### src/rtl/batch_ram_ctrl.sv
// batch_ram_ctrl: collects control-bit samples into a four-region RAM and,
// once three batches are present, sweeps the newest region (descending)
// alongside the two previous regions (ascending) as a stream of
// triple-sample beats.
module batch_ram_ctrl #(
  parameter int batch   = 8,
  parameter int d_width = 3
) (
  input  logic                            clk,
  input  logic                            rstn,
  input  logic                            in_valid,
  output logic                            in_ready,
  input  logic [d_width-1:0]              in_data,
  output logic                            ram_write,
  output logic [$clog2(4*batch)-1:0]      ram_addrIn,
  output logic [d_width-1:0]              ram_dataIn,
  output logic [$clog2(4*batch)-1:0]      ram_addrOut1,
  output logic [$clog2(4*batch)-1:0]      ram_addrOut2,
  output logic [$clog2(4*batch)-1:0]      ram_addrOut3,
  input  logic [d_width-1:0]              ram_dataOut1,
  input  logic [d_width-1:0]              ram_dataOut2,
  input  logic [d_width-1:0]              ram_dataOut3,
  output logic                            out_valid,
  input  logic                            out_ready,
  output logic [d_width-1:0]              out_data1,
  output logic [d_width-1:0]              out_data2,
  output logic [d_width-1:0]              out_data3,
  output logic                            out_first,
  output logic                            out_last
);

  localparam int BW = $clog2(batch);
  localparam logic [BW-1:0] KLAST = BW'(batch - 1);

  localparam logic [0:0] IDLE  = 1'b0;
  localparam logic [0:0] SWEEP = 1'b1;

  logic [0:0]    state;
  logic [BW-1:0] wcnt;
  logic [BW-1:0] k;
  logic [1:0]    wreg;
  logic [1:0]    dreg;
  logic [1:0]    preg;
  logic [1:0]    filled;
  logic          pending;

  logic          accept;
  logic          complete;
  logic          request;
  logic          load;
  logic          last_load;
  logic          start;
  logic [1:0]    start_region;
  logic          pending_nxt;

  // Handshake, batch completion and sweep start decisions.
  always_comb begin
    accept       = in_valid && in_ready;
    complete     = accept && (wcnt == KLAST);
    request      = complete && (filled >= 2'd2);
    load         = (state == SWEEP) && (!out_valid || out_ready);
    last_load    = load && (k == KLAST);
    // A sweep starts from IDLE or back-to-back after the last beat loads.
    start        = (request || pending) && ((state == IDLE) || last_load);
    start_region = request ? wreg : preg;
    pending_nxt  = pending;
    if (start)
      pending_nxt = 1'b0;
    else if (request)
      pending_nxt = 1'b1;
  end

  assign ram_write    = accept;
  assign ram_dataIn   = in_data;
  assign ram_addrIn   = {wreg, wcnt};
  // batch-1-k equals ~k because batch is a power of two.
  assign ram_addrOut1 = {dreg, ~k};
  assign ram_addrOut2 = {dreg - 2'd1, k};
  assign ram_addrOut3 = {dreg - 2'd2, k};

  // Write pointer and count of filled regions.
  always_ff @(posedge clk or negedge rstn) begin
    if (!rstn) begin
      wcnt   <= '0;
      wreg   <= '0;
      filled <= '0;
    end else if (accept) begin
      wcnt <= wcnt + BW'(1);
      if (complete) begin
        wreg <= wreg + 2'd1;
        if (filled != 2'd3)
          filled <= filled + 2'd1;
      end
    end
  end

  // Sweep sequencing, pending request and input back-pressure.
  always_ff @(posedge clk or negedge rstn) begin
    if (!rstn) begin
      state    <= IDLE;
      k        <= '0;
      dreg     <= '0;
      preg     <= '0;
      pending  <= 1'b0;
      in_ready <= 1'b1;
    end else begin
      if (start) begin
        state <= SWEEP;
        dreg  <= start_region;
        k     <= '0;
      end else if (last_load) begin
        state <= IDLE;
        k     <= '0;
      end else if (load) begin
        k <= k + BW'(1);
      end
      if (!start && request)
        preg <= wreg;
      pending  <= pending_nxt;
      in_ready <= !pending_nxt;
    end
  end

  // Output beat register, held while the consumer stalls.
  always_ff @(posedge clk or negedge rstn) begin
    if (!rstn) begin
      out_valid <= 1'b0;
      out_first <= 1'b0;
      out_last  <= 1'b0;
      out_data1 <= '0;
      out_data2 <= '0;
      out_data3 <= '0;
    end else if (load) begin
      out_valid <= 1'b1;
      out_first <= (k == '0);
      out_last  <= (k == KLAST);
      out_data1 <= ram_dataOut1;
      out_data2 <= ram_dataOut2;
      out_data3 <= ram_dataOut3;
    end else if (out_valid && out_ready) begin
      out_valid <= 1'b0;
    end
  end

endmodule
### config.mk
export PLATFORM = sky130hd
export DESIGN_NAME = batch_ram_ctrl
export DESIGN_NICKNAME = d
export VERILOG_FILES = /design/src/rtl/batch_ram_ctrl.sv
export SDC_FILE = /design/constraint.sdc
export NUM_CORES = 1
export LEC_CHECK = 0
export ABC_AREA = 1
export BUFFER_PORTS_ARGS = -buffer_cell sky130_fd_sc_hd__buf_2
export CAP_MARGIN = 0
export CORE_MARGIN = 4
export CORE_UTILIZATION = 48
export CTS_BUF_LIST = sky130_fd_sc_hd__clkbuf_16
export CTS_CLUSTER_DIAMETER = 200
export CTS_CLUSTER_SIZE = 16
export DETAILED_ROUTE_END_ITERATION = 10
export PLACE_DENSITY = 0.78
export SLEW_MARGIN = 10
export SYNTH_ARGS = -nofsm -noshare
export SYNTH_HDL_FRONTEND = slang
export SYNTH_SLANG_ARGS = --single-unit
### constraint.sdc
create_clock -name clk -period 1.7 [get_ports clk]
set_input_delay 0.085 -clock clk [delete_from_list [all_inputs] [get_ports clk]]
set_output_delay 0.085 -clock clk [all_outputs]
set_load 0.01 [all_outputs]
======== After elaboration in Yosys (flattened, before gate mapping) ========
Cells that the tools add are included.
operators by class
  $add $sub $neg .......................... 6
  magnitude comparators ................... 1
  equality and inequality tests ........... 3
  multiplexer cells ....................... 10
  bitwise gates (word level) .............. 2
  reductions and logical operators ........ 20
operators with widths
  cell                   count
  $mux W3                3
  $logic_and A1 B1 Y1    8
  $add A3 B1 Y3 const B  2
  $eq A3 B3 Y1 const B   2
  $mux W1                6
  $add A2 B1 Y2 const B  2
  $reduce_bool A2 Y1     2
  $logic_not A1 Y1       3
  $logic_not A3 Y1       1
  $logic_or A1 B1 Y1     3
  $not A3 Y3             1
  $reduce_and A3 Y1      1
  $reduce_bool A3 Y1     1
  $ge A2 B2 Y1 const B   1
  $mux W2                1
  $ne A2 B2 Y1 const B   1
  $reduce_and A2 Y1      1
  $sub A2 B1 Y2 const B  1
  $sub A2 B2 Y2 const B  1
  $not A1 Y1             1
word-level totals
  flip-flop bits (word level) ............. 29
  input port bits ......................... 16
  output and inout bits ................... 37
  word-level logic and storage cells ...... 57

======== Logic depth before layout (Yosys ltp) ========
  depth after elaboration ................. 8
  gate-level depth with buffers ........... 8
  depth with buffers taken out ............ 8

======== Least setup slack after synthesis ========
OpenSTA, ideal clock, no wires.
  path kind ............................... register -> register
  start ................................... register wcnt[0]
  end ..................................... register dreg[0]
  setup time .............................. 0.116 ns
  data arrival time ....................... 1.277 ns
  data required time ...................... 1.584 ns
  slack ................................... 0.307 ns
  stages on the path, launching flop included .. 9
  buffers on the path ..................... 0
  period minus slack after synthesis ...... 1.393 ns
  cell sequence ........................... dfrtp_1 > ha_1 > ha_1 > nand3_4 > nor2_4 > nor2_2 > nor2_2 > nand2_1 > nand2_1
between the ends
  word-level cells in the longest chain between the ends .. 5
  elaborated cells on any way between the ends .. 6
  classes of those cells .................. 1 x eq/ne; 1 x mux; 4 x reduce/logical
RTL lines
  element                  line  RTL
  from (decl)              39    logic [BW-1:0] wcnt;
  from (signal assigned)   88    wcnt <= wcnt + BW'(1);
  $eq A3 B3 Y1 (*)         59    complete = accept && (wcnt == KLAST);
  $logic_and A1 B1 Y1 (*)  59
  $logic_and A1 B1 Y1 (*)  60    request = complete && (filled >= 2'd2);
  $logic_or A1 B1 Y1       64    start = (request || pending) && ((state == IDLE) || last_load);
  $logic_and A1 B1 Y1      64
  to (signal assigned)     109   dreg <= start_region;
  to (decl)                42    logic [1:0] dreg;
Mark *: on every way between the ends. The rest lies on a longest branch, timed or not.
A chain may end at the register's enable or synchronous reset.

======== Worst setup path after layout ========
Same ends and word-level chain as after synthesis.

==> impl_results.md <==
- Status: finished clean
- Max Slew Vio Count: 0
- Finished Cell Area: 0.00177 mm^2
- Final Skew: 0.00276 ns
- CTS buffer count: 5
- Min-Delay Path Class: in -> reg
- IO buf count: 46
- Grt total ovfl: 0
- Drt pass-1 iters: 4
- Post_cts resized: 0
- Reg area: 727 um^2
- Initial antenna violation count: 0
- Mean area per synthesized cell: 9.14 um^2
- Number of H-tree levels: 2
- CP arrival: 1.60 ns
- Leakage power: 1.00 nW
- Pre-CTS WS: 0.263 ns
- Starting density of the core: 50.3%
- Hold Startpoint: ram_dataOut3[2]
- Post-route worst setup slack: 0.260 ns
- Synthesized netlist net count: 176
- # IOs: 53
- Core area: 0.00278 mm^2
- CTS tree: built
- Placer Congestion: 0.759
- Clock sinks: 29
- Filler cells: 236
- Layout Nets: 221
- DR vias: 1071
- Synth cell types: 24
- CP Launch Type: register
- Fmax: 695 MHz
- Die height: 62.0 um
- Critical-path top delay cell: dfrtp_1
- # hold bufs at CTS: 1
- Largest stage delay on the critical path: 0.40 ns
- Row count: 19
- Slew @ Worst Pin: 0.635 ns
- Worst Path Buf+Inv: 0
- Crit path max fanout: 7
- Fin crit period: 1.44 ns
- Max Cap Viol: 0
- CP Class: reg -> reg
- Final ANT Viol Nets: 0
- Type of destination of the critical path: register
- DP Area: 0.00160 mm^2
- Mapped Area: 0.00140 mm^2
- Die Area: 0.00384 mm^2
- Ant diodes: 0
- Fin. Hold Viols: 0
- Syn Inst Count: 153
- Via/cell ratio: 4.66
- Worst Setup SP: wcnt[0]
- Wirelength, routed: 2770 um
- Vias in the first global route: 991
- Post-layout util: 63.6%
- CP top delay family: simple AND/OR/NAND/NOR gates
- PwrDens: 1980 mW/mm^2
- Fraction of registers with async set/reset: 100%
- Fraction of layout cells with a size suffix above 1: 32.7%
- Die Width: 62.0 um
- Initial DRC count: 18
- Clk slew on worst S/H paths: 0.05 ns
- Worst skew pair latency: 0.27 ns
- Crit path cell chain: ha_1 > ha_1 > nand3_4 > nor2_4 > nor2_2 > nor2_2 > nand2_1 > nand2_1
- CTS root buffer: clkbuf_16
- Overall Power: 3.50 mW
- Ys Warns: 0
- Final period util: 84.7%
- Largest net degree at the start of global routing: 30
- RSZ-0062 raised after global routing: false
- Footprint of the multi-input gates: 544 um^2
- FF+latch count, synth: 29
- Worst Path Required: 1.86 ns
- Relative slew slack: 57.7%
- Post-synth EDFFs: 0
- DRC violations left: 0
- Primary FF master, synth: dfrtp_1
- Post-CTS setup repair buffer count: 0
- Global-route wire length before repair: 4430 um
- Layout area overhead: 26.5%
- Detail Placement HPWL: 2070 um
- CTS max path bufs: 2
- Routed WL per cell: 12.0 um
- Sequential fraction of the synthesis area: 52.0%
- Critical R2R Launch: wcnt[0]
- Total GRT Usage: 16.3%
- Setup tns final: 0 ns
- Max VDD drop: 1.55 mV
- Final setup fails: 0
-- cells by family (layout without fill, tap and decap cells) --
kind of cell,count (synthesis),after routing,synth area share [%]
and+or+nand+nor,77,77,24.2
DFF,29,29,52.0
buffers and inverters,24,70,9.12
AOI/OAI and AO/OA,11,11,5.37
adders and majority gates,7,7,6.26
xor gates and xnor gates,5,5,3.13
-- tightest hold or removal path, cell delays in order --
cell and delay [ns]:
buf_2 0.07, nand2_1 0.04, nand2_1 0.04
-- cell usage in the layout (no fill, tap or decap), types with 2 or more instances in the layout --
master     count
clkbuf_16      5
xor2_1         3
nand3_1        2
nand2_1       64
nor2_2         4
buf_2         46
xnor2_1        2
o21ai_0        6
inv_1         15
ha_1           7
dfrtp_1       28
nor2_1         2
-- synthesized netlist by cell type (2+ instances only) --
master | count | area [um^2]
buf_4 | 8 | 60.1
inv_1 | 14 | 52.6
nor2_2 | 4 | 25.0
o21ai_0 | 6 | 30.0
nand3_1 | 2 | 10.0
ha_1 | 7 | 87.6
dfrtp_1 | 28 | 701
xor2_1 | 3 | 26.3
xnor2_1 | 2 | 17.5
nand2_1 | 64 | 240
nor2_1 | 2 | 7.51
-- power breakdown --
group / internal, mW / switching (mW)
combinational: 0.539 / 0.810
sequential: 0.989 / 0.219
clock: 0.677 / 0.270
total: 2.20 / 1.30
-- layout make-up --
cell class	count	share of cell area [%]
Timing Repair Buffer	47	13.6
Multi-Input combinational cell	100	30.8
Tap cell	31	2.19
Clock buffer	5	7.07
Sequential cell	29	41.1
Inverter	15	3.18
Clock inverter	3	2.12
-- registers in the layout (all words and copies together), names as in the netlist --
register	cells
wreg	2
filled	2
dreg	2
out_last	1
wcnt	3
k	3
out_data1	3
in_ready	1
out_data2	3
state	1
out_data3	3
pending	1
out_first	1
out_valid	1
preg	2
-- stage by stage --
stage	cells	hold slack (ns)
CTS	230	0.00506
floorplan	153	-0.211
global placement	221	0.129
detailed placement	221	0.144
global route	230	0.00612
finish	230	0.0107
-- final timing paths --
kind	endpoint	slack [ns]	depth (start not counted)
min reg2reg	out_data2[0]	0.47	2
min	out_data3[2]	0.01	3
min in group asynchronous	out_data2[2]	0.37	2
max	dreg[0]	0.26	8
max reg2reg	dreg[0]	0.26	8
max in group asynchronous	preg[1]	0.92	2
-- per-layer routing --
metal | global-route usage [%] | share of wire [%] | vias up | wire, um
met5 | 0 | 0 | - | 0
met4 | 6.67 | 1.2 | 0 | 34
met3 | 6.20 | 6.3 | 5 | 173
met2 | 27.2 | 53 | 27 | 1460
met1 | 18.7 | 40 | 491 | 1100
li1 | - | - | 548 | -
No activity file was read; power rests on OpenSTA's default activity.
